<file path="src/rtl/muldiv_pkg.sv">
`default_nettype none
// ============================================================================
//  Module      : muldiv_pkg
//  Description : Shared types and constants for the RV32M iterative
//                multiply/divide sequencer.
//  Revision    : 1.0 - initial release
// ============================================================================
package muldiv_pkg;

    // Number of shift/add or shift/subtract iterations per operation
    localparam int ITER    = 32;
    // Width of the iteration counter
    localparam int c_CNT_W = $clog2(ITER);

    // funct3 encodings of the M-extension instructions
    typedef enum logic [2:0] {
        OP_MUL    = 3'b000,
        OP_MULH   = 3'b001,
        OP_MULHSU = 3'b010,
        OP_MULHU  = 3'b011,
        OP_DIV    = 3'b100,
        OP_DIVU   = 3'b101,
        OP_REM    = 3'b110,
        OP_REMU   = 3'b111
    } e_muldiv_op;

    // Sequencer states
    typedef enum logic [2:0] {
        ST_IDLE = 3'd0,
        ST_PREP = 3'd1,
        ST_CALC = 3'd2,
        ST_FIX  = 3'd3,
        ST_DONE = 3'd4
    } e_muldiv_state;

    // Divide and remainder ops all have funct3[2] set
    function automatic logic f_is_div(input e_muldiv_op op);
        return (op == OP_DIV) || (op == OP_DIVU) || (op == OP_REM) || (op == OP_REMU);
    endfunction

    // Ops that interpret rs1 as signed
    function automatic logic f_a_signed(input e_muldiv_op op);
        return (op == OP_MULH) || (op == OP_MULHSU) || (op == OP_DIV) || (op == OP_REM);
    endfunction

    // Ops that interpret rs2 as signed
    function automatic logic f_b_signed(input e_muldiv_op op);
        return (op == OP_MULH) || (op == OP_DIV) || (op == OP_REM);
    endfunction

endpackage
`default_nettype wire

</file>
<file path="src/rtl/muldiv_addsub.sv">
`default_nettype none
// ============================================================================
//  Module      : muldiv_addsub
//  Description : 33-bit adder/subtractor shared by the multiply and divide
//                iterations. o_borrow is set when a subtraction underflows.
//  Revision    : 1.0 - initial release
// ============================================================================
module muldiv_addsub (
    input  logic [32:0] i_a,
    input  logic [32:0] i_b,
    input  logic        i_sub,
    output logic [32:0] o_sum,
    output logic        o_borrow
);

    logic [32:0] w_b_inv;
    logic [33:0] w_full;

    // Subtraction as a + ~b + 1; a missing carry-out means a borrow
    always_comb begin
        w_b_inv  = i_sub ? ~i_b : i_b;
        w_full   = {1'b0, i_a} + {1'b0, w_b_inv} + {33'd0, i_sub};
        o_sum    = w_full[32:0];
        o_borrow = i_sub & ~w_full[33];
    end

endmodule
`default_nettype wire

</file>
<file path="src/rtl/muldiv_seq.sv">
`default_nettype none
// ============================================================================
//  Module      : muldiv_seq
//  Description : Iterative RV32M multiply/divide sequencer. Shift-add multiply
//                and restoring divide over one shared 33-bit add/subtract
//                datapath; stalls the pipeline until the result is ready.
//  Revision    : 1.0 - initial release
// ============================================================================
module muldiv_seq
    import muldiv_pkg::*;
#(
    parameter int DW = 32
) (
    input  logic          clk_i,
    input  logic          rst_ni,
    input  logic          start_i,
    input  logic [2:0]    funct3_i,
    input  logic [DW-1:0] operand_a_i,
    input  logic [DW-1:0] operand_b_i,
    input  logic          flush_i,
    output logic          stall_o,
    output logic          busy_o,
    output logic          done_o,
    output logic [DW-1:0] result_o
);

    localparam logic [DW-1:0] c_INT_MIN = {1'b1, {(DW-1){1'b0}}};

    // Registered state
    e_muldiv_state        r_state_q;
    e_muldiv_op           r_op_q;
    logic [DW-1:0]        r_a_q;        // raw dividend / multiplier as captured
    logic [DW-1:0]        r_b_q;        // raw rs2, then its magnitude from PREP on
    logic [DW-1:0]        r_hi_q;       // product high half / partial remainder
    logic [DW-1:0]        r_lo_q;       // product low half  / quotient
    logic [c_CNT_W-1:0]   r_cnt_q;
    logic                 r_neg_res_q;  // product or quotient is negative
    logic                 r_neg_rem_q;  // remainder is negative
    logic [DW-1:0]        r_result_q;

    // Next-state values
    e_muldiv_state        w_state_d;
    e_muldiv_op           w_op_d;
    logic [DW-1:0]        w_a_d;
    logic [DW-1:0]        w_b_d;
    logic [DW-1:0]        w_hi_d;
    logic [DW-1:0]        w_lo_d;
    logic [c_CNT_W-1:0]   w_cnt_d;
    logic                 w_neg_res_d;
    logic                 w_neg_rem_d;
    logic [DW-1:0]        w_result_d;

    // Shared adder hookup
    logic [DW:0]          w_add_a;
    logic [DW:0]          w_add_b;
    logic                 w_add_sub;
    logic [DW:0]          w_add_sum;
    logic                 w_add_borrow;

    // PREP and FIX helpers
    logic                 w_a_neg;
    logic                 w_b_neg;
    logic [DW-1:0]        w_a_abs;
    logic [DW-1:0]        w_b_abs;
    logic                 w_is_div;
    logic [2*DW-1:0]      w_prod_fix;
    logic [DW-1:0]        w_quot_fix;
    logic [DW-1:0]        w_rem_fix;

    muldiv_addsub u_addsub (
        .i_a      (w_add_a),
        .i_b      (w_add_b),
        .i_sub    (w_add_sub),
        .o_sum    (w_add_sum),
        .o_borrow (w_add_borrow)
    );

    // Operand magnitudes, sign fix-up and the adder input mux
    always_comb begin
        w_is_div   = f_is_div(r_op_q);
        w_a_neg    = f_a_signed(r_op_q) & r_a_q[DW-1];
        w_b_neg    = f_b_signed(r_op_q) & r_b_q[DW-1];
        w_a_abs    = w_a_neg ? -r_a_q : r_a_q;
        w_b_abs    = w_b_neg ? -r_b_q : r_b_q;
        w_prod_fix = r_neg_res_q ? -{r_hi_q, r_lo_q} : {r_hi_q, r_lo_q};
        w_quot_fix = r_neg_res_q ? -r_lo_q : r_lo_q;
        w_rem_fix  = r_neg_rem_q ? -r_hi_q : r_hi_q;
        if (w_is_div) begin
            // Trial subtract of the divisor from the left-shifted remainder
            w_add_a   = {r_hi_q, r_lo_q[DW-1]};
            w_add_b   = {1'b0, r_b_q};
            w_add_sub = 1'b1;
        end else begin
            // Add the multiplicand only when the current multiplier bit is set
            w_add_a   = {1'b0, r_hi_q};
            w_add_b   = r_lo_q[0] ? {1'b0, r_b_q} : '0;
            w_add_sub = 1'b0;
        end
    end

    // Next-state logic for the FSM and the datapath registers
    always_comb begin
        w_state_d   = r_state_q;
        w_op_d      = r_op_q;
        w_a_d       = r_a_q;
        w_b_d       = r_b_q;
        w_hi_d      = r_hi_q;
        w_lo_d      = r_lo_q;
        w_cnt_d     = r_cnt_q;
        w_neg_res_d = r_neg_res_q;
        w_neg_rem_d = r_neg_rem_q;
        w_result_d  = r_result_q;

        case (r_state_q)
            ST_IDLE: begin
                if (start_i) begin
                    w_state_d = ST_PREP;
                    w_op_d    = e_muldiv_op'(funct3_i);
                    w_a_d     = operand_a_i;
                    w_b_d     = operand_b_i;
                end
            end
            ST_PREP: begin
                w_cnt_d     = '0;
                w_hi_d      = '0;
                w_lo_d      = w_a_abs;
                w_b_d       = w_b_abs;
                w_neg_res_d = w_a_neg ^ w_b_neg;
                w_neg_rem_d = w_a_neg;
                if (w_is_div && (r_b_q == '0)) begin
                    // Divide by zero: all-ones quotient, remainder is the dividend
                    w_state_d  = ST_DONE;
                    w_result_d = r_op_q[1] ? r_a_q : '1;
                end else if (((r_op_q == OP_DIV) || (r_op_q == OP_REM)) &&
                             (r_a_q == c_INT_MIN) && (r_b_q == '1)) begin
                    // Signed overflow: quotient wraps to INT_MIN, remainder 0
                    w_state_d  = ST_DONE;
                    w_result_d = r_op_q[1] ? '0 : c_INT_MIN;
                end else begin
                    w_state_d = ST_CALC;
                end
            end
            ST_CALC: begin
                if (w_is_div) begin
                    if (!w_add_borrow) begin
                        w_hi_d = w_add_sum[DW-1:0];
                        w_lo_d = {r_lo_q[DW-2:0], 1'b1};
                    end else begin
                        w_hi_d = w_add_a[DW-1:0];
                        w_lo_d = {r_lo_q[DW-2:0], 1'b0};
                    end
                end else begin
                    // Shift the 65-bit {carry, hi, lo} right by one
                    w_hi_d = w_add_sum[DW:1];
                    w_lo_d = {w_add_sum[0], r_lo_q[DW-1:1]};
                end
                w_cnt_d = r_cnt_q + c_CNT_W'(1);
                if (r_cnt_q == c_CNT_W'(ITER - 1)) begin
                    w_state_d = ST_FIX;
                end
            end
            ST_FIX: begin
                w_state_d = ST_DONE;
                case (r_op_q)
                    OP_MUL:                        w_result_d = w_prod_fix[DW-1:0];
                    OP_MULH, OP_MULHSU, OP_MULHU:  w_result_d = w_prod_fix[2*DW-1:DW];
                    OP_DIV, OP_DIVU:               w_result_d = w_quot_fix;
                    default:                       w_result_d = w_rem_fix;
                endcase
            end
            ST_DONE: begin
                w_state_d = ST_IDLE;
            end
            default: begin
                w_state_d = ST_IDLE;
            end
        endcase

        // Abort wins over everything, including a start in IDLE; the last
        // delivered result is preserved.
        if (flush_i) begin
            w_state_d  = ST_IDLE;
            w_result_d = r_result_q;
        end
    end

    // State and datapath registers
    always_ff @(posedge clk_i or negedge rst_ni) begin
        if (!rst_ni) begin
            r_state_q   <= ST_IDLE;
            r_op_q      <= OP_MUL;
            r_a_q       <= '0;
            r_b_q       <= '0;
            r_hi_q      <= '0;
            r_lo_q      <= '0;
            r_cnt_q     <= '0;
            r_neg_res_q <= 1'b0;
            r_neg_rem_q <= 1'b0;
            r_result_q  <= '0;
        end else begin
            r_state_q   <= w_state_d;
            r_op_q      <= w_op_d;
            r_a_q       <= w_a_d;
            r_b_q       <= w_b_d;
            r_hi_q      <= w_hi_d;
            r_lo_q      <= w_lo_d;
            r_cnt_q     <= w_cnt_d;
            r_neg_res_q <= w_neg_res_d;
            r_neg_rem_q <= w_neg_rem_d;
            r_result_q  <= w_result_d;
        end
    end

    // Stall is combinational so the instruction is held from its first EX cycle
    always_comb begin
        stall_o  = ((r_state_q == ST_IDLE) & start_i & ~flush_i) |
                   (r_state_q == ST_PREP) | (r_state_q == ST_CALC) |
                   (r_state_q == ST_FIX);
        busy_o   = (r_state_q != ST_IDLE);
        done_o   = (r_state_q == ST_DONE);
        result_o = r_result_q;
    end

endmodule
`default_nettype wire

</file>
<file path="config.mk">
export PLATFORM = sky130hd
export DESIGN_NAME = muldiv_seq
export DESIGN_NICKNAME = d
export VERILOG_FILES = /design/src/rtl/muldiv_pkg.sv /design/src/rtl/muldiv_addsub.sv /design/src/rtl/muldiv_seq.sv
export SDC_FILE = /design/constraint.sdc
export NUM_CORES = 1
export LEC_CHECK = 0
export BUFFER_PORTS_ARGS = -buffer_cell sky130_fd_sc_hd__buf_2
export CAP_MARGIN = 20
export CORE_MARGIN = 8
export CORE_UTILIZATION = 45
export CTS_BUF_LIST = sky130_fd_sc_hd__clkbuf_16
export DETAILED_ROUTE_END_ITERATION = 10
export PLACE_DENSITY = 0.67
export SETUP_SLACK_MARGIN = 0.5
export SLEW_MARGIN = 10
export SYNTH_ARGS = -nofsm -noshare
export SYNTH_HDL_FRONTEND = slang
export SYNTH_SLANG_ARGS = --single-unit
</file>
<file path="constraint.sdc">
create_clock -name clk_i -period 8.04 [get_ports clk_i]
set_input_delay 1.206 -clock clk_i [delete_from_list [all_inputs] [get_ports clk_i]]
set_output_delay 1.206 -clock clk_i [all_outputs]
set_load 0.05 [all_outputs]
</file>
After elaboration in Yosys (flattened, before gate mapping)
Index checks and enable logic that the tools add are counted.
- add/subtract/negate cells: 8
- eq/ne operators: 19
- muxes and demuxes: 31
- bitwise operators: 12
- reductions and logical operators: 25
- operators with widths (kind ; number):
    $mux W32 ; 14
    $pmux W32 S2 ; 4
    $neg A32 Y32 ; 4
    $pmux W32 S3 ; 1
    $mux W33 ; 2
    $eq A32 B32 Y1 const B ; 2
    $mux W64 ; 1
    $neg A64 Y64 ; 1
    $add A33 B33 Y34 ; 1
    $add A34 B1 Y34 ; 1
    $not A32 Y33 ; 1
    $logic_not A32 Y1 ; 1
    $eq A3 B3 Y1 const B ; 5
    $mux W3 ; 5
    $eq A3 B2 Y1 const B ; 4
    $pmux W3 S4 ; 1
    $pmux W5 S2 ; 1
    $logic_or A1 B1 Y1 ; 9
    $ne A3 B3 Y1 const B ; 3
    $eq A3 B1 Y1 const B ; 2
    $logic_not A3 Y1 ; 2
    $reduce_and A3 Y1 ; 2
    $reduce_bool A2 Y1 ; 3
    $add A5 B1 Y5 const B ; 1
    other kinds (12) ; 24
- register bits: 173
- input port bits: 71
- output and inout bits: 35
- logic and storage cells: 105

Logic depth before layout (Yosys ltp)
Gate-level depths: netlist of run 1.
- depth in word-level cells: 14
- gate-level depth with buffers: 17

By module
Synthesis of run 1 repeated with hierarchy kept, for this count alone.
- cells, all modules: 1944
- area total of the unflattened synthesis: 15391.0 sq um
- modules (own cells, without submodules) (module ; instances ; cells an instance ; area each (sq um)):
    muldiv_seq ; 1 ; 1672 ; 13360.3
    muldiv_addsub ; 1 ; 272 ; 2030.7

Worst setup path after synthesis of run 1
No wires, ideal clock.
- path kind: register to register
- start point: register r_op_q[2]
- end point: register r_hi_q[31]
- library setup time: 0.110 ns
- arrival time: 4.091 ns
- required time: 7.930 ns
- path slack: 3.838 ns
- cell stages (with the launch flop): 17
- buffers on the path: 4
- period minus slack after synthesis: 4.202 ns
- cell sequence: dfrtp_1 > clkbuf_1 > clkbuf_1 > buf_1 > clkbuf_1 > nand2_1 > o21ai_0 > inv_1 > fa_1 > nor2b_1 > o2111ai_1 > a211oi_1 > o311ai_0 > o31ai_1 > a31oi_1 > o21a_1 > o41ai_1
- word-level cells in the longest chain between the ends: 14
- elaborated cells on any way between the ends: 19
- those cells by class: add/sub (2); eq/ne (4); mux (7); bitwise (3); reduce/logical (3)
- RTL lines (item ; line ; RTL):
    from (decl) ; muldiv_seq.sv:31 ; e_muldiv_op r_op_q;
    from (signal assigned) ; muldiv_seq.sv:202 ; r_op_q <= w_op_d;
    $eq A3 B3 Y1 ; muldiv_pkg.sv:38 ; return (op == OP_DIV) || (op == OP_DIVU) || (op == OP_REM) || (op == OP_REMU);
    $logic_or A1 B1 Y1 (2 in series) ; muldiv_pkg.sv:38 ;
    $logic_or A1 B1 Y1 (*) ; muldiv_pkg.sv:38 ;
    $mux W32 ; muldiv_seq.sv:88 ; if (w_is_div) begin
    $not A32 Y33 ; muldiv_addsub.sv:21 ; w_b_inv = i_sub ? ~i_b : i_b;
    $mux W33 ; muldiv_addsub.sv:21 ;
    $add A33 B33 Y34 ; muldiv_addsub.sv:22 ; w_full = {1'b0, i_a} + {1'b0, w_b_inv} + {33'd0, i_sub};
    $add A34 B1 Y34 ; muldiv_addsub.sv:22 ;
    $not A1 Y1 ; muldiv_addsub.sv:24 ; o_borrow = i_sub & ~w_full[33];
    $and A1 B1 Y1 ; muldiv_addsub.sv:24 ;
    $mux W32 ; muldiv_seq.sv:145 ; if (!w_add_borrow) begin
    $mux W32 (*) ; muldiv_seq.sv:144 ; if (w_is_div) begin
    $pmux W32 S2 (*) ; muldiv_seq.sv:114 ; case (r_state_q)
    to (signal assigned) ; muldiv_seq.sv:205 ; r_hi_q <= w_hi_d;
    to (decl) ; muldiv_seq.sv:34 ; logic [DW-1:0] r_hi_q;
Mark *: on every way between the ends. The rest lies on a longest branch, timed or not.
A chain may end at the register's enable or synchronous reset.

Worst setup path in the final report of run 1
Same ends and word-level chain as after synthesis.

==> Flow_metrics.wiki, run 1 <==
{| class="wikitable"
! Metric !! Value
|-
| Number of hold buffers added after cts || 0
|-
| Standard cell area after detailed placement || 0.01558 mm2
|-
| Largest net degree at the start of global routing || 76
|-
| Total die area || 0.03945 mm2
|-
| Top-Level Pins || 106
|-
| Tmin final || 5191 ps
|-
| Top_reg_cell synth || dfrtp_1
|-
| Avg Inst Size Synth || 7.648 um2
|-
| Peak supply drop || 175.2 uV
|-
| Final Max Tran Viols || 0
|-
| Number of iterations in the first detailed-routing pass || 6
|-
| Fin area || 0.01618 mm2
|-
| # H-tree levels || 4
|-
| Clk network pwr share || 0.150
|-
| XOR/XNOR share of the synthesized area || 0.06012
|-
| Post-synth top area cell || dfrtp_1
|-
| Async set-reset flop share out of synthesis || 1.000
|-
| Signal arrival time at the worst endpoint || 5540 ps
|-
| Remaining design rule violation count || 0
|-
| Root buffer selected by CTS || clkbuf_16
|-
| Number of enable flip-flop cells after synthesis || 0
|-
| Required time of the worst setup path || 8390 ps
|-
| Share of power burned in registers || 0.313
|-
| Clock Skew || 15.27 ps
|-
| Iteration-0 DRC count of the detailed router || 1,687
|-
| Clock sink total || 173
|-
| Final worst slack || 2849 ps
|-
| Worst-case hold slack || 472.4 ps
|-
| Count of antenna diodes in the layout || 0
|-
| Total Wirelength || 54.51 mm
|-
| Compound-Gate Fraction of Synth Area || 0.2788
|-
| Vias per inst || 6.521
|-
| Number of buffers inserted by port buffering || 105
|-
| Final cycle utilization of the critical path || 0.6457
|-
| LEAKAGE || 6.444 nW
|-
| Core region area || 0.03320 mm2
|-
| Cell Area, Synth || 0.01501 mm2
|-
| Number of cells upsized or downsized after cts || 0
|-
| Proportion of netlist area held by the largest area contributor || 0.2885
|-
| Placed wire-length estimate after detailed placement || 39.68 mm
|-
| Synthesis-stage register bit count || 173
|-
| Post-Place Worst Slack || 2357 ps
|-
| Worst-case clock buffer depth || 2
|-
| Share of cells above drive strength 1 || 0.1338
|-
| CTS tree || yes
|-
| Peak clock frequency supported by timing || 192.6 MHz
|-
| Simple-gate portion of the synthesized area || 0.2091
|-
| First-pass GRT wire length || 84.07 mm
|-
| Final routed wire length divided by cell count || 22.80 um
|-
| Overall fraction of global-route tracks in use || 0.2711
|-
| Number of distinct library cells after synthesis || 81
|-
| Via count of the first global-routing pass || 14,360
|-
| Power density normalized to cell area || 352.9 mW/mm2
|-
| Floorplan die width || 198.6 um
|-
| Summed negative setup slack over all endpoints || 0 ps
|-
| Setup repair after global routing missed its margin || no
|-
| Min-delay worst type || flop to flop
|-
| Antenna violations before repair || 0
|-
| Clk Latency, worst-skew pair || 460 ps
|-
| Count of vias placed by the detailed router || 15,590
|-
| Relative contribution of combinational cells to total power || 0.537
|-
| Number of cells produced by synthesis || 1,962
|-
| Maximum Capacitance Violations || 0
|-
| Starting utilization of the core area || 0.4520
|-
| Count of nets after finishing || 2,040
|-
| Final weighted congestion in routability-driven placement || 0.9985
|-
| Pin slew with the least headroom to its limit || 1153 ps
|-
| Number of warning messages in the yosys log || 0
|-
| Element type at the critical path start || flop
|-
| Inserted Clock Buffers || 17
|-
| Post-CTS Setup Bufs || 0
|-
| Biggest area contributors in the synthesized netlist || dfrtp_1 29%, o21ai_0 7.6%, a21oi_1 5.1%
|-
| Endpoints failing setup || 0
|-
| Sequential fraction of the synthesis area || 0.2885
|-
| Row count || 67
|-
| Crit path capture type || flop
|-
| Clock slew at reported path FFs || 80 ps
|-
| Switching fraction of total power || 0.5247
|-
| Adder-Cell Fraction of Synth Area || 0.03302
|-
| Post-Syn Nets || 2,072
|-
| Area growth from synthesis to final layout || 7.846%
|-
| Die outline height || 198.6 um
|-
| Status || completed
|-
| Largest family of logic cells by synthesized area || compound AO/OA/AOI/OAI gates
|-
| Critical Path Fanout Max || 41
|-
| Internal power contribution || 0.002714 W
|-
| Hold violation count in the final report || 0
|-
| Fraction of synthesized area in multiplexers || 0.06829
|-
| Worst-case headroom to the max-slew limit || 0.2282
|-
| Switching pwr || 0.002996 W
|-
| Type of the worst setup path || flop to flop
|-
| ANT nets after route || 0
|-
| Overall overflow remaining after global route || 0
|}
-- Yosys cell counts (4+ instances only) --
master and number:
a22oi_1 13, o211ai_1 45, inv_1 38, o21bai_1 6, o41ai_1 12, nand3b_1 5
mux2_2 59, or3_1 24, and3_1 7, o221ai_1 33, or4_1 18, buf_1 19
or2_2 10, a211o_1 6, dfrtp_1 173, clkbuf_1 153, o31ai_1 23, nor3_1 45
nor2_1 162, mux2i_1 36, nand2_1 197, a21boi_0 5, nand2b_1 6, o22ai_1 35
a22o_1 6, xor2_1 43, and2_1 8, a21oi_1 153, o21a_1 8, a31oi_1 34
buf_2 5, nand4_1 30, and4_1 4, nor3b_1 7, clkbuf_8 4, nor2b_1 8
ha_1 38, nand3_1 69, a21o_1 20, a211oi_1 14, o21ai_0 228, nor4_1 34
xnor2_1 60
-- per-layer routing --
metal	part of all wire	up-vias	global-route usage	wire length (um)
li1	-	7190	-	-
met1	0.45	7529	0.3935	24400
met2	0.43	776	0.3978	23530
met3	0.092	96	0.05109	4998
met4	0.029	0	0.09086	1582
met5	0	-	0	0
-- cell type report --
| cell class | count | area [um2] |
|---|---|---|
| Fill cell | 3344 | 17010 |
| Multi-Input combinational cell | 1564 | 9784 |
| Clock buffer | 17 | 425.4 |
| Clock inverter | 15 | 151.4 |
| Inverter | 39 | 151.4 |
| Timing Repair Buffer | 135 | 777.0 |
| Tap cell | 448 | 560.5 |
| Sequential cell | 173 | 4333 |
-- path summary, 6_finish.rpt --
| path | slack [ps] | end | cells past startpoint | startpoint |
|---|---|---|---|---|
| max in group asynchronous | 5250 | r_op_q[2] | 3 | rst_ni |
| worst max-delay path | 2850 | r_hi_q[31] | 13 | r_op_q[2] |
| worst min-delay path | 470 | result_o[0] | 2 | result_o[0] |
| min in group asynchronous | 720 | r_a_q[22] | 1 | rst_ni |
| worst max register to register | 2850 | r_hi_q[31] | 13 | r_op_q[2] |
| worst min register to register | 470 | result_o[0] | 2 | result_o[0] |
-- placed cells by master (no fill, tap or decap), types with 6 or more instances in the layout --
cell type / n
o221ai_1: 33
a21oi_1: 153
and3_1: 7
nand4_1: 30
a211o_1: 6
ha_1: 38
or3_1: 24
nor4_1: 34
and2_1: 8
nor3_1: 44
nand3_1: 69
clkbuf_16: 17
o22ai_1: 35
buf_4: 29
nor2_1: 160
or2_2: 10
mux2_2: 59
nand2b_1: 6
buf_2: 104
a31oi_1: 33
a21o_1: 20
or4_1: 18
nand2_1: 197
dfrtp_1: 172
nor3b_1: 6
o21ai_0: 228
o41ai_1: 12
o31ai_1: 22
xnor2_1: 60
a22oi_1: 13
mux2i_1: 36
nor2b_1: 8
o21a_1: 8
a211oi_1: 14
o21bai_1: 6
a22o_1: 6
o211ai_1: 45
inv_1: 38
xor2_1: 43
-- logic make-up after synthesis --
group,after synthesis
AOI/OAI and AO/OA,677
and+or+nand+nor,650
buffers and inverters,225
DFF,173
xor gates and xnor gates,103
muxes,95
adders and majority gates,39
-- metrics by stage --
stage	utilization	power, W	instances
2_1_floorplan	-	0.003893	1962
3_5_place_dp	0.4693	0.004768	2358
6_report	0.4875	0.005710	2391
5_1_grt	0.4875	0.006076	2391
4_1_cts	0.4867	0.005635	2390
3_3_place_gp	0.4693	0.004727	2358
-- worst max-delay path: stages (launching register included) --
cell	delay, ps
dfrtp_4	840
clkinv_1	530
buf_16	310
o21ai_0	310
inv_1	110
fa_1	480
nor2b_1	180
o2111ai_1	270
a211oi_1	550
o311ai_0	330
o31ai_1	480
a31oi_1	230
o21a_1	220
o41ai_1	220
-- state kept, by name, indices dropped and copies added (netlist names) --
register and flops:
r_lo_q 32, r_b_q 32, r_neg_res_q 1, r_hi_q 32
r_op_q 3, r_a_q 32, result_o 32, r_state_q 3
r_neg_rem_q 1, r_cnt_q 5
-- power by group through the flow --
stage	Combinational [W]	Sequential [W]	Clock, W
global placement	0.00296	0.00177	0
finish	0.00307	0.00179	0.000854
floorplan	0.00237	0.00152	0
global route	0.00335	0.00183	0.000898
detailed placement	0.00299	0.00178	0
CTS	0.00301	0.00176	0.000864
No activity file was read; power rests on OpenSTA's default activity.
==> inputs of run 2 (changes only) <==
Clock period 8.04 ns to 5.1 ns, I/O delays scaled along.
==> run 2 against run 1 <==
Effect of this change: global-route usage grew 0.58 points; flip-flop and latch count is the same; die area is the same; first-iteration DRC count shrank 3.0%; clock skew shrank 0.69 ps; hold slack lost 25 ps; via count is essentially flat; count of clock-buffer cells in the layout is the same; sequential power grew 56%; largest power group unchanged; design area grew 0.66%; cell count grew 0.54%; clock power grew 52%.
==> Flow_metrics.wiki, run 2 (synthesized netlist as in run 1, its figures left out) <==
{| class="wikitable"
! Metric !! Value
|-
| Most frequent standard cell in the layout excluding fill and tap cells || o21ai_0
|-
| Required time of the worst setup path || 5450 ps (-2940 ps)
|-
| Final weighted congestion in routability-driven placement || 0.9895 (-0.90%)
|-
| Worst R2R End || r_hi_q[31]
|-
| CTS tree || yes
|-
| Root buffer selected by CTS || clkbuf_16
|-
| Area taken by multi-input logic gates || 0.009786 mm2 (about the same)
|-
| Iteration-0 DRC count of the detailed router || 1,637 (-3.0%)
|-
| Overall fraction of global-route tracks in use || 0.2769 (+0.005830)
|-
| Clock sink total || 173 (unchanged)
|-
| Clk Latency, worst-skew pair || 460 ps (about the same)
|-
| Share of cells above drive strength 1 || 0.1396 (+0.005757)
|-
| Setup repair after global routing missed its margin || no
|-
| Total Wirelength || 55.57 mm (+2.0%)
|-
| Crit path capture type || flop
|-
| Post-CTS Setup Bufs || 0 (unchanged)
|-
| Count of nets after finishing || 2,053 (+0.64%)
|-
| Worst-case hold slack || 447.0 ps (-25.41 ps)
|-
| Starting utilization of the core area || 0.4520 (unchanged)
|-
| Row count || 67 (unchanged)
|-
| Inserted Clock Buffers || 17 (unchanged)
|-
| Footprint of the flip-flops and latches || 0.004333 mm2 (unchanged)
|-
| Max stage delay cell, worst path || a211oi_1
|-
| Worst Reg-to-Reg Cells || 13 (unchanged)
|-
| Final worst slack || 849.9 ps (-1999 ps)
|-
| LEAKAGE || 6.521 nW (+1.2%)
|-
| Final cycle utilization of the critical path || 0.8334 (+0.1877)
|-
| Count of antenna diodes in the layout || 0 (unchanged)
|-
| Endpoints failing setup || 0 (unchanged)
|-
| Critical Path Fanout Max || 54 (+32%)
|-
| Peak supply drop || 337.2 uV (+92%)
|-
| First-pass GRT wire length || 85.55 mm (+1.8%)
|-
| Area growth from synthesis to final layout || 8.563%
|-
| Final-layout fill cell count || 3,316 (-0.84%)
|-
| Vias per inst || 6.486 (-0.53%)
|-
| Power density normalized to cell area || 554.8 mW/mm2 (+57%)
|-
| Crit path largest cell delay || 550 ps (-290 ps)
|-
| Status || completed
|-
| Worst-case clock buffer depth || 2 (unchanged)
|-
| Overall overflow remaining after global route || 0 (unchanged)
|-
| Number of buffers inserted by port buffering || 105 (unchanged)
|-
| Antenna violations before repair || 0 (unchanged)
|-
| Core region area || 0.03320 mm2 (unchanged)
|-
| Peak clock frequency supported by timing || 235.3 MHz (+22%)
|-
| Clock slew at reported path FFs || 70 ps (about the same)
|-
| Die outline height || 198.6 um (unchanged)
|-
| Tmin final || 4250 ps (-941.2 ps)
|-
| # H-tree levels || 4 (unchanged)
|-
| Highest-count cells in the layout ignoring fill and taps || 228 x o21ai_0, 197 x nand2_1, 172 x dfrtp_1, 160 x nor2_1, 153 x a21oi_1
|-
| Total die area || 0.03945 mm2 (unchanged)
|-
| Number of iterations in the first detailed-routing pass || 8 (+2)
|-
| Min-delay worst type || primary input to async pin
|-
| Via count of the first global-routing pass || 14,310 (-0.31%)
|-
| ANT nets after route || 0 (unchanged)
|-
| Final routed wire length divided by cell count || 23.12 um (+1.4%)
|-
| Critical path, cell by cell || buf_6 > and3b_1 > or2_2 > fa_1 > nor2b_1 > o2111ai_1 > a211oi_1 > o311ai_0 > buf_4 > o31ai_1 > a31oi_1 > o21a_1 > o41ai_1
|-
| Post-layout utilization of the core || 0.4907 (+0.003241)
|-
| Largest net degree at the start of global routing || 104 (+37%)
|-
| Placed wire-length estimate after detailed placement || 41.01 mm (+3.3%)
|-
| Summed negative setup slack over all endpoints || 0 ps (unchanged)
|-
| Clock Skew || 14.57 ps (-0.6940 ps)
|-
| Top-Level Pins || 106 (unchanged)
|-
| Post-Place Worst Slack || 772.1 ps (-1585 ps)
|-
| Maximum Capacitance Violations || 0 (unchanged)
|-
| Signal arrival time at the worst endpoint || 4600 ps (-940 ps)
|-
| Internal reg-to-reg setup slack || 850 ps (-2000 ps)
|-
| Hold violation count in the final report || 0 (unchanged)
|-
| Overall Power || 0.009038 W (+58%)
|-
| Worst-case headroom to the max-slew limit || 0.3459 (+0.1177)
|-
| Final Max Tran Viols || 0 (unchanged)
|-
| Floorplan die width || 198.6 um (unchanged)
|-
| Count of vias placed by the detailed router || 15,590 (+0.0064%)
|-
| Type of the worst setup path || flop to flop
|-
| R2R Path Start || r_op_q[2]
|-
| Pin slew with the least headroom to its limit || 981.2 ps (-172.3 ps)
|-
| Remaining design rule violation count || 0 (unchanged)
|-
| Element type at the critical path start || flop
|}
run 2: worst max-delay path by stage:
stage          cells past startpoint  startpoint          to  slack (ps)
2_1_floorplan                     16   r_op_q[2]  r_hi_q[31]         900
3_3_place_gp                      13   r_op_q[2]  r_hi_q[31]         850
3_5_place_dp                      12   r_op_q[2]   r_hi_q[3]         770
4_1_cts                           12   r_op_q[2]   r_hi_q[9]         740
5_1_grt                           15   r_op_q[2]  r_hi_q[31]         590
6_report                          13   r_op_q[2]  r_hi_q[31]         850
run 2: report_power, final:
group	internal, W	switching [W]
registers	0.00179	0.000998
clock network	0.000681	0.000619
logic	0.00184	0.00311
run 2: final cells by class:
type,count,area share
clock buffers,17,0.02611
clock inverters,15,0.008525
inverters,39,0.009293
multi-input cells,1564,0.6007
flip-flops and latches,173,0.2660
well taps,448,0.03441
repair buffers,148,0.05499
run 2: through the flow:
step | instance area [um2] | instances
3_3_place_gp | 15720 | 2372
3_5_place_dp | 15720 | 2372
5_1_grt | 16290 | 2404
2_1_floorplan | 15010 | 1962
6_report | 16290 | 2404
4_1_cts | 16290 | 2404
run 2: worst max-delay path, delay by kind of cell, from the launching register on:
kind / cells / cell delay [ps]
AOI/OAI and AO/OA: 7 / 2110
adders and majority gates: 1 / 400
buffers and inverters: 2 / 420
DFF: 1 / 490
and+or+nand+nor: 3 / 720
run 2: repair_timing:
| item | CTS | global route |
|---|---|---|
| hold buffers | 0 | 0 |
| endpoints found under the setup margin | 0 | 18 |
| resized for setup | 0 | 2 |
| endpoints found under the hold margin | 0 | 0 |
run 2: metal layers:
layer	wire length [um]	global-route usage	up-vias
met5	0	0	-
met4	927	0.06012	0
met3	5316	0.06378	67
met1	25210	0.4075	7581
met2	24130	0.4062	734
li1	-	-	7210
==> inputs of run 3 (changes only) <==
Settings changed: ABC_AREA set to 1.
Clock period 5.1 ns to 4.2 ns, I/O delays scaled along.
==> run 3 against run 2 <==
Effect of this change: fmax is 21% higher; register-to-register slack worse by 170 ps; synthesized area is 13% higher; global-route usage is 3.7 points higher; design area is 12% higher; critical endpoint is now r_hi_q[23]; wire length is 30% higher; count of clock-buffer cells in the layout stayed put; via count is 26% higher.
==> Flow_metrics.wiki, run 3 <==
{| class="wikitable"
! Metric !! Value
|-
| Post-synth top area cell || dfrtp_1
|-
| Critical path, cell by cell || inv_2 > nand2_4 > buf_4 > a21oi_1 > ha_1 > nand2_1 > inv_1 > nand2_1 > nand2_1 > a21oi_1 > nand3_2 > nand2_4 > nand2_8 > inv_2 > nand2_1 > nand2_1 > inv_2 > nand3_1 > nand2_1
|-
| Share of cells above drive strength 1 || 0.09122 (-0.04835)
|-
| Critical Path Fanout Max || 31 (-43%)
|-
| Row count || 71 (+6.0%)
|-
| Total die area || 0.04414 mm2 (+12%)
|-
| Vias per inst || 5.781 (-11%)
|-
| Post-CTS Setup Bufs || 0 (unchanged)
|-
| Peak clock frequency supported by timing || 284.4 MHz (+21%)
|-
| Biggest area contributors in the synthesized netlist || dfrtp_1 26%, nand2_1 21%, nor2_1 8.2%
|-
| Avg Inst Size Synth || 5.911 um2 (-23%)
|-
| Number of enable flip-flop cells after synthesis || 0 (unchanged)
|-
| Required time of the worst setup path || 4550 ps (-900 ps)
|-
| Worst-case headroom to the max-slew limit || 0.3844 (+0.03852)
|-
| Overall fraction of global-route tracks in use || 0.3138 (+0.03689)
|-
| Final-layout fill cell count || 3,989 (+20%)
|-
| Async set-reset flop share out of synthesis || 1.000 (unchanged)
|-
| Hold violation count in the final report || 0 (unchanged)
|-
| Number of hold buffers added after cts || 0 (unchanged)
|-
| Clock sink total || 173 (unchanged)
|-
| Proportion of netlist area held by the largest area contributor || 0.2554 (-0.03313)
|-
| Largest net degree at the start of global routing || 110 (+5.8%)
|-
| Peak supply drop || 638.6 uV (+89%)
|-
| First-pass GRT wire length || 107.4 mm (+25%)
|-
| Starting utilization of the core area || 0.4533 (+0.001260)
|-
| Area growth from synthesis to final layout || 7.956%
|-
| Number of warning messages in the yosys log || 0 (unchanged)
|-
| Total Wirelength || 72.01 mm (+30%)
|-
| Element type at the critical path start || flop
|-
| LEAKAGE || 8.918 nW (+37%)
|-
| Remaining design rule violation count || 0 (unchanged)
|-
| Status || completed
|-
| Worst-case hold slack || 200.9 ps (-246.0 ps)
|-
| Fin area || 0.01830 mm2 (+12%)
|-
| Number of cells produced by synthesis || 2,868 (+46%)
|-
| Top-Level Pins || 106 (unchanged)
|-
| Leading cell types by count after synthesis || 948 x nand2_1, 372 x nor2_1, 275 x inv_1
|-
| Top_reg_cell synth || dfrtp_1
|-
| Most frequent standard cell in the layout excluding fill and tap cells || nand2_1
|-
| Die outline height || 210.1 um (+5.8%)
|-
| Worst-case clock buffer depth || 2 (unchanged)
|-
| Number of distinct library cells after synthesis || 58 (-28%)
|-
| Final routed wire length divided by cell count || 21.15 um (-8.5%)
|-
| Antenna violations before repair || 1 (+1)
|-
| Post-Syn Nets || 2,978 (+44%)
|-
| Power density normalized to cell area || 955.6 mW/mm2 (+72%)
|-
| Number of iterations in the first detailed-routing pass || 6 (-2)
|-
| Max stage delay cell, worst path || dfrtp_4
|-
| Synthesis-stage register bit count || 173 (unchanged)
|-
| Count of nets after finishing || 2,991 (+46%)
|-
| Clock slew at reported path FFs || 80 ps (about the same)
|-
| Inserted Clock Buffers || 17 (unchanged)
|-
| CTS tree || yes
|-
| Cell Area, Synth || 0.01695 mm2 (+13%)
|-
| Min-delay worst type || primary input to async pin
|-
| Root buffer selected by CTS || clkbuf_16
|-
| Setup repair after global routing missed its margin || yes
|-
| Placed wire-length estimate after detailed placement || 55.66 mm (+36%)
|-
| Crit. Startpoint || r_op_q[2]
|-
| # H-tree levels || 4 (unchanged)
|-
| CP delay by family, top || simple AND/OR/NAND/NOR gates
|-
| Overall Power || 0.01749 W (+93%)
|-
| Via count of the first global-routing pass || 17,760 (+24%)
|-
| Most frequent cell on the critical path || nand2_1
|-
| Standard cell area after detailed placement || 0.01766 mm2 (+12%)
|-
| Maximum Capacitance Violations || 0 (unchanged)
|-
| R2R Path Start || r_op_q[2]
|-
| Final Max Tran Viols || 0 (unchanged)
|-
| Core region area || 0.03740 mm2 (+13%)
|-
| Summed negative setup slack over all endpoints || 0 ps (unchanged)
|-
| Number of buffers inserted by port buffering || 105 (unchanged)
|-
| Pin slew with the least headroom to its limit || 923.4 ps (-57.78 ps)
|-
| Signal arrival time at the worst endpoint || 3860 ps (-740 ps)
|-
| Clk Latency, worst-skew pair || 470 ps (about the same)
|-
| Final cycle utilization of the critical path || 0.8372 (+0.003810)
|-
| Count of vias placed by the detailed router || 19,690 (+26%)
|-
| ANT nets after route || 0 (unchanged)
|-
| Type of the worst setup path || flop to flop
|-
| CP Buf/Inv Count || 5 (+3)
|-
| Most frequently used cell type in the post-synthesis netlist || nand2_1
|-
| Endpoints failing setup || 0 (unchanged)
|-
| Crit path largest cell delay || 550 ps (about the same)
|-
| Final weighted congestion in routability-driven placement || 1.032 (+4.3%)
|-
| Overall overflow remaining after global route || 0 (unchanged)
|-
| Clock Skew || 16.99 ps (+2.413 ps)
|-
| Crit path capture type || flop
|-
| Sequential fraction of the synthesis area || 0.2554 (-0.03313)
|-
| Count of antenna diodes in the layout || 0 (unchanged)
|-
| Highest-count cells in the layout ignoring fill and taps || 947 x nand2_1, 372 x nor2_1, 275 x inv_1, 194 x nand3_1, 175 x a21oi_1
|-
| Post-layout utilization of the core || 0.4893 (-0.001383)
|-
| Tmin final || 3516 ps (-734.0 ps)
|-
| Iteration-0 DRC count of the detailed router || 2,223 (+36%)
|-
| Floorplan die width || 210.1 um (+5.8%)
|}
==> run 3: cell count changes after synthesis, sizes merged, moves of 34 or more <==
cell,delta
a21oi,+48
buf,+47
clkbuf,-96
inv,+254
mux2,-59
mux2i,-36
nand2,+758
nand3,+131
nand4,+34
nor2,+238
o221ai,-34
xnor2,-46
==> run 3: final cells by class <==
class	count	area (um2)	area share
Clock buffer	17	425.4	0.02324
Clock inverter	15	113.9	0.006221
Inverter	298	1122	0.06133
Multi-Input combinational cell	2262	10870	0.5938
Sequential cell	173	4334	0.2368
Tap cell	511	639.4	0.03494
Timing Repair Buffer	129	799.5	0.04369
==> run 3: where the power goes <==
| group | internal, W | switching (W) | total [W] |
|---|---|---|---|
| logic | 0.00353 | 0.00870 | 0.0122 |
| registers | 0.00239 | 0.00130 | 0.00370 |
| clock network | 0.000766 | 0.000793 | 0.00156 |
| total | 0.00669 | 0.0108 | 0.0175 |
==> run 3: kinds of logic (layout without fill, tap and decap cells) <==
kind of cell / Yosys count / in the layout / synth area share
adder cells (fa/ha/maj): 39 / 39 / 0.02923
XOR/XNOR: 52 / 52 / 0.02687
flip-flops: 173 / 173 / 0.2554
buffers and inverters: 433 / 459 / 0.1050
AND/OR/NAND/NOR: 1668 / 1668 / 0.4146
AO/OA/AOI/OAI: 503 / 503 / 0.1689
==> run 3: final timing paths <==
| path | slack, ps | end | depth (start not counted) |
|---|---|---|---|
| max | 680 | r_hi_q[23] | 19 |
| max reg2reg | 680 | r_hi_q[23] | 19 |
| min reg2reg | 480 | result_o[4] | 2 |
| max in group asynchronous | 2960 | r_hi_q[28] | 2 |
| min in group clk_i | 370 | r_state_q[1] | 2 |
| min | 200 | r_b_q[23] | 1 |
==> run 3: stage by stage <==
stage | worst slack (ps) | cells
final | 683.9 | 3405
after global routing | 482.0 | 3405
after CTS | 689.5 | 3402
after detailed placement | 478.8 | 3370
after global placement | 535.2 | 3370
after floorplan | 1220 | 2868
==> run 3: layer usage <==
metal / global-route usage / up-vias / share of wire
met5: 0 / - / 0.00018
met2: 0.4679 / 934 / 0.42
met1: 0.4628 / 9310 / 0.46
li1: - / 9333 / -
met4: 0.08287 / 2 / 0.023
met3: 0.05124 / 106 / 0.089
==> run 3: timing repair <==
action,in CTS,in global routing
cloned,0,2
resized for setup,1,4
endpoints found under the setup margin,3,10
hold endpoints to repair,0,0
